$ cat config.mk
export PLATFORM = sky130hd
export DESIGN_NAME = restoring_divider4
export DESIGN_NICKNAME = d
export VERILOG_FILES = /design/src/rtl/divider_pkg.sv /design/src/rtl/fullsubtractor4.sv /design/src/rtl/restoring_divider4.sv
export SDC_FILE = /design/constraint.sdc
export NUM_CORES = 1
export LEC_CHECK = 0
export CAP_MARGIN = 20
export CORE_UTILIZATION = 34
export DETAILED_ROUTE_END_ITERATION = 8
export PLACE_DENSITY = 0.64
export SLEW_MARGIN = 0
export SYNTH_ARGS = -nofsm -noshare
export SYNTH_HDL_FRONTEND = slang
export SYNTH_SLANG_ARGS = --single-unit
$ cat constraint.sdc
create_clock -name clk -period 4.3 [get_ports clk]
set_input_delay 0.43 -clock clk [delete_from_list [all_inputs] [get_ports clk]]
set_output_delay 0.43 -clock clk [all_outputs]
set_load 0.01 [all_outputs]
$ cat src/rtl/divider_pkg.sv
// Shared constants and state encoding for the 4-bit restoring divider.
package divider_pkg;

    localparam int unsigned DIV_W = 4;
    localparam int unsigned CNT_W = 2;

    typedef enum logic [1:0] {
        ST_IDLE = 2'd0,
        ST_RUN  = 2'd1,
        ST_DONE = 2'd2
    } state_t;

endpackage

$ cat src/rtl/fullsubtractor4.sv
// 4-bit ripple-borrow subtractor: diff = a - b - bin, bout set on underflow.
module fullsubtractor4 (
    input  logic [3:0] a,
    input  logic [3:0] b,
    input  logic       bin,
    output logic [3:0] diff,
    output logic       bout
);

    logic borrow;

    always_comb begin
        diff   = '0;
        borrow = bin;
        for (int unsigned i = 0; i < 4; i++) begin
            diff[i] = a[i] ^ b[i] ^ borrow;
            borrow  = (~a[i] & b[i]) | (~(a[i] ^ b[i]) & borrow);
        end
        bout = borrow;
    end

endmodule

$ cat src/rtl/restoring_divider4.sv
// Sequential 4-bit unsigned restoring divider, one quotient bit per cycle,
// with start/busy/done handshake and a single-cycle divide-by-zero path.
module restoring_divider4
    import divider_pkg::*;
(
    input  logic             clk,
    input  logic             rst,
    input  logic             start,
    input  logic [DIV_W-1:0] dividend,
    input  logic [DIV_W-1:0] divisor,
    output logic [DIV_W-1:0] quotient,
    output logic [DIV_W-1:0] remainder,
    output logic             busy,
    output logic             done,
    output logic             div_by_zero
);

    state_t state, state_next;

    logic [DIV_W-1:0] q_w, d_w, r_w;
    logic [CNT_W-1:0] cnt;
    logic [DIV_W-1:0] trial, diff, r_next, q_next;
    logic             bout;
    logic             accept;
    logic             last_iter;

    assign accept    = start && ((state == ST_IDLE) || (state == ST_DONE));
    assign last_iter = (cnt == '1);

    // Partial remainder never exceeds the dividend prefix, so 4 bits suffice.
    assign trial = {r_w[DIV_W-2:0], q_w[DIV_W-1]};

    fullsubtractor4 u_sub (
        .a    (trial),
        .b    (d_w),
        .bin  (1'b0),
        .diff (diff),
        .bout (bout)
    );

    assign r_next = bout ? trial : diff;
    assign q_next = {q_w[DIV_W-2:0], ~bout};

    always_comb begin
        state_next = state;
        case (state)
            ST_IDLE: begin
                if (start) state_next = (divisor == '0) ? ST_DONE : ST_RUN;
            end
            ST_RUN: begin
                if (last_iter) state_next = ST_DONE;
            end
            ST_DONE: begin
                if (start) state_next = (divisor == '0) ? ST_DONE : ST_RUN;
                else       state_next = ST_IDLE;
            end
            default: state_next = ST_IDLE;
        endcase
    end

    // busy/done are registered copies of the next-state decode.
    always_ff @(posedge clk) begin
        if (rst) begin
            state <= ST_IDLE;
            busy  <= 1'b0;
            done  <= 1'b0;
        end else begin
            state <= state_next;
            busy  <= (state_next == ST_RUN);
            done  <= (state_next == ST_DONE);
        end
    end

    always_ff @(posedge clk) begin
        if (rst) begin
            q_w         <= '0;
            d_w         <= '0;
            r_w         <= '0;
            cnt         <= '0;
            quotient    <= '0;
            remainder   <= '0;
            div_by_zero <= 1'b0;
        end else if (accept) begin
            q_w <= dividend;
            d_w <= divisor;
            r_w <= '0;
            cnt <= '0;
            if (divisor == '0) begin
                quotient    <= '1;
                remainder   <= dividend;
                div_by_zero <= 1'b1;
            end else begin
                div_by_zero <= 1'b0;
            end
        end else if (state == ST_RUN) begin
            q_w <= q_next;
            r_w <= r_next;
            cnt <= cnt + 1'b1;
            if (last_iter) begin
                quotient  <= q_next;
                remainder <= r_next;
            end
        end
    end

endmodule

==> results.tsv, run 1 <==
stage	metric	value	unit
logic_synthesis	syn_area_per_cell	8.89	um^2
sta	worst_slack	1.76	ns
logic_synthesis	synth_top_area_share	0.437	
logic_synthesis	synth_area	1190	um^2
critical_path	crit_top_cell	fa_1	
final_layout	drive_above_1_share	0.0600	
clock_network	cts_max_level	1	
floorplan	initial_core_util	0.357	
sta	fin_skew	0.00137	ns
route	drc	0	
floorplan	die_w	61.2	um
critical_path	crit_chain	inv_1 -> ha_1 -> fa_1 -> fa_1 -> fa_1 -> nand2b_1 -> nand3_1 -> a311oi_1	
floorplan	coreArea	3340	um^2
clock_network	cts_buffers	3	
logic_synthesis	yosys_warnings	0	
clock_network	clk_path_buf_depth	2	
global_route	antenna_found_initial	0	
global_route	grt_max_degree	23	
critical_path	crit_arrival	2.76	ns
critical_path	critical_path.top_delay_family	adder cells	
place	gp_congestion	0.757	
clock_network	clk_pin_slew	0.13	ns
clock_network	insertion_delay	0.32	ns
critical_path	cp.required	4.52	ns
route	ant_nets	0	
final_layout	antenna_cells	0	
global_route	grt_overflow	0	
power	p_per_area	310	nW/um^2
logic_synthesis	ys_ff_latch	26	
critical_path	path_max_fanout	10	
route	drt_iter0_drc	38	
clock_network	cts_tree	yes	
sta	fmax	0.394	GHz
route	wl_per_cell	12.8	um
final_layout	syn2layout_area_growth	21.2	%
final_layout	layout_commonest_cell	dfxtp_1	
clock_network	cts_setup_buffers	0	
critical_path	slowest_delay	0.53	ns
floorplan	ios	22	
hold_path	min_path_type	reg -> reg	
route	firstDrtPassIters	4	
final_layout	nFillCells	350	
critical_path	critPathCaptureType	flop	
logic_synthesis	netlist-cell-type-count	29	
sta	final.period_utilization	0.590	
floorplan	die_area	3740	um^2
logic_synthesis	async_flop_share	0	
clock_network	clockRootBuffer	clkbuf_4	
critical_path	startpoint_type	flop	
logic_synthesis	synth_fp_nets	150	
place	placed_cell_area	1420	um^2
logic_synthesis	yosysSeqAreaShare	0.437	
place	dpl_worst_slack	1.79	ns
final_layout	stdcell_area	1440	um^2
critical_path	cp_slowest_cell	fa_1	
logic_synthesis	synth_ff_type	dfxtp_1	
place	hpwl	1870	um
power	vdd_drop_max	0.0946	mV
global_route	grt_pass1_vias	944	
sta	hold_viol_final	0	
power	p_leak	0.494	nW
clock_network	cts_hold_buf	0	
final_layout	nets	168	
clock_network	clock-sinks	26	
global_route	globalRouteTotalUtil	0.156	
clock_network	post_cts_resize_count	0	
critical_path	crit_buf_inv	1	
global_route	grt_pass1_wl	4210	um
status	status	finished, final reports clean	
place	port_buffers	21	
route	vias	976	
sta	grt_setup_unrepaired	false	
floorplan	rows	21	
sta	setup_tns	0	ns
route	wl	2500	um
logic_synthesis	yosys.area.top_type	dfxtp_1	
final_layout	layout_common_cells	26 x dfxtp_1, 21 x nand2_1, 21 x clkdlybuf4s50_1	
sta	drv_slew	0	
logic_synthesis	synth_area_leaders	dfxtp_1 44%, nand2_1 6.6%, a21oi_1 5.0%	
flow_run	drv_cap	0	
sta	setup_viol	0	
route	vias_per_cell	4.98	
critical_path	critPathKind	reg -> reg	
logic_synthesis	synthCells	134	
floorplan	dieHeight	61.2	um
sta	worst_pin_slew	0.799	ns
sta	period_minus_slack	2.54	ns
logic_synthesis	synth_edf_count	0	
sta	max-slew-margin-rel	0.465	
## cell usage after synthesis, drive strengths merged (3+ instances only)
library cell and number:
a21oi 12, nor2 11, nand2 22, a31oi 3, buf 4, clkbuf 4
dfxtp 26, nand3 10, a211oi 7, nand2b 9, fa 3, a311oi 4
inv 4
## where the power goes
group | internal, mW | switching [mW] | leakage (nW) | total (mW)
logic | 0.0392 | 0.0495 | 0.268 | 0.0887
clock network | 0.0328 | 0.0669 | 0.0138 | 0.0997
registers | 0.252 | 0.00772 | 0.212 | 0.260
total | 0.324 | 0.124 | 0.494 | 0.448
## tightest hold or removal path, stage by stage, from the launching register on
cell     delay, ns
dfxtp_1       0.33
nand2_1       0.05
a21oi_1       0.05
## final timing paths
kind,depth (start not counted),slack [ns],end,start
min reg2reg,2,0.46,div_by_zero,div_by_zero
min,2,0.46,div_by_zero,div_by_zero
max reg2reg,8,1.76,remainder[0],q_w[3]
max,8,1.76,remainder[0],q_w[3]
## state kept, by name (all words and copies together), names as in the netlist
name / flops
quotient: 4
remainder: 4
r_w: 3
cnt: 2
div_by_zero: 1
d_w: 4
state: 2
q_w: 4
done: 1
busy: 1
## per-stage QoR
step / utilization / hold slack [ns] / std cells / total power, mW
2_1_floorplan: - / 0.440 / 134 / 0.324
3_5_place_dp: 0.426 / 0.448 / 193 / 0.353
6_report: 0.433 / 0.460 / 196 / 0.448
4_1_cts: 0.433 / 0.466 / 196 / 0.453
3_3_place_gp: 0.426 / 0.445 / 193 / 0.351
5_1_grt: 0.433 / 0.484 / 196 / 0.473
## cell type report
type	count	area, um^2	share of cell area
clock buffer	3	22.5	0.0156
inverter	4	15.0	0.0104
multi-input combinational	96	618	0.428
sequential	26	520	0.360
tap	46	57.6	0.0399
timing repair buffer	21	210	0.146
## cells by family (layout without fill, tap and decap cells)
group           Yosys count  in the layout  synth area share
compound gates           31             31             0.185
xor+xnor                  1              1           0.00735
fa+ha+maj                 5              5            0.0714
buf+inv                  12             28            0.0441
flops                    26             26             0.437
simple gates             59             59             0.255
## metal layers
| metal | global-route usage | up-vias | part of all wire |
|---|---|---|---|
| li1 | - | 499 | - |
| met1 | 0.198 | 444 | 0.49 |
| met2 | 0.261 | 29 | 0.45 |
| met3 | 0.0252 | 4 | 0.048 |
| met4 | 0.0682 | 0 | 0.015 |
| met5 | 0 | - | 0 |
No activity file was read; power rests on OpenSTA's default activity.
==> inputs of run 2 (changes only) <==
clock period = 2.4 ns   (was 4.3 ns; I/O delays follow)
==> results.tsv, run 2 (synthesis results as in run 1) <==
stage	metric	value	unit
critical_path	path_max_fanout	5	
place	hpwl	1920	um
sta	drv_slew	0	
global_route	grt_pass1_vias	958	
floorplan	coreArea	3340	um^2
clock_network	clk_pin_slew	0.14	ns
sta	final.period_utilization	0.950	
status	status	finished, final reports clean	
sta	whs	0.470	ns
final_layout	layout_commonest_cell	dfxtp_1	
global_route	grt_overflow	0	
place	port_buffers	21	
final_layout	drive_above_1_share	0.155	
route	drc	0	
flow_run	drv_cap	0	
critical_path	startpoint_type	flop	
sta	worst_pin_slew	0.618	ns
final_layout	fin_cells	201	
sta	max-slew-margin-rel	0.587	
global_route	grt_max_degree	16	
final_layout	layout_common_cells	25 x dfxtp_1, 21 x nand2_1, 21 x clkdlybuf4s50_1	
floorplan	rows	21	
sta	setup_tns	0	ns
clock_network	clockRootBuffer	clkbuf_4	
place	placed_cells	195	
floorplan	initial_core_util	0.357	
final_layout	stdcell_area	1530	um^2
route	wl	2670	um
place	gp_congestion	0.802	
sta	worst_slack	0.119	ns
global_route	grt_pass1_wl	4170	um
power	p_per_area	560	nW/um^2
sta	period_minus_slack	2.28	ns
place	placed_cell_area	1440	um^2
sta	fin_skew	0.00430	ns
critical_path	critPathKind	reg -> reg	
final_layout	nets	173	
hold_path	min_path_type	reg -> reg	
route	vias_per_cell	5.13	
final_layout	syn2layout_area_growth	28.0	%
route	firstDrtPassIters	4	
final_layout	post-route-util	0.457	
global_route	globalRouteTotalUtil	0.153	
power	p_leak	0.524	nW
route	ant_nets	0	
floorplan	ios	22	
final_layout	antenna_cells	0	
clock_network	insertion_delay	0.33	ns
floorplan	dieHeight	61.2	um
power	total_power	0.854	mW
place	dpl_worst_slack	-0.0805	ns
sta	hold_viol_final	0	
clock_network	cts_buffers	3	
power	vdd_drop_max	0.203	mV
critical_path	critPathCaptureType	flop	
floorplan	die_w	61.2	um
critical_path	cp.required	2.64	ns
final_layout	nFillCells	334	
sta	fmax	0.438	GHz
clock_network	cts_max_level	1	
floorplan	die_area	3740	um^2
route	vias	1032	
critical_path	crit_arrival	2.52	ns
route	drt_iter0_drc	60	
global_route	antenna_found_initial	0	
clock_network	clock-sinks	26	
sta	setup_viol	0	
clock_network	cts_tree	yes	
route	wl_per_cell	13.3	um
clock_network	clk_path_buf_depth	2	
sta	grt_setup_unrepaired	false	
## run 2: cell types whose count changed in the layout (fill, tap and decap cells not counted), sizes merged
cell	before	now
buf	0	5
## run 2: metal layers
layer,track usage,up-vias,part of all wire
met1,0.190,484,0.46
met4,0.0747,0,0.025
li1,-,507,-
met2,0.252,34,0.46
met3,0.0315,7,0.057
met5,0,-,0
## run 2: report_power, final
group	total, mW	switching, mW	internal (mW)
Combinational	0.197	0.104	0.0933
Sequential	0.466	0.0138	0.452
Clock	0.191	0.132	0.0590
Total	0.854	0.249	0.604
## run 2: final timing paths
path	slack [ns]	end	cells after the start	startpoint
worst min register to register	0.47	div_by_zero	2	div_by_zero
worst max register to register	0.12	remainder[2]	9	q_w[3]
worst min-delay path	0.47	div_by_zero	2	div_by_zero
worst max-delay path	0.12	remainder[2]	9	q_w[3]
## run 2: area by class of cell
| cell class | instances | area (um^2) | area share |
|---|---|---|---|
| Timing Repair Buffer | 26 | 249 | 0.163 |
| Multi-Input combinational cell | 96 | 659 | 0.432 |
| Tap cell | 46 | 57.6 | 0.0377 |
| Clock buffer | 3 | 22.5 | 0.0148 |
| Inverter | 4 | 15.0 | 0.00984 |
| Sequential cell | 26 | 522 | 0.342 |
## run 2: critical path, cell delays in order, from the launching register on
cell and delay [ns]:
dfxtp_2 0.35, inv_1 0.04, ha_1 0.19, fa_2 0.34, fa_2 0.35, fa_2 0.35
buf_6 0.15, nand2b_4 0.06, nand3_1 0.08, a311oi_1 0.28
## run 2: repair_timing
item                                    in CTS  in global routing
pin swaps                                    3                  7
gates resized for setup                      8                  8
buffers inserted                             3                  0
endpoints found under the setup margin       5                  5
hold buffers                                 0                  0
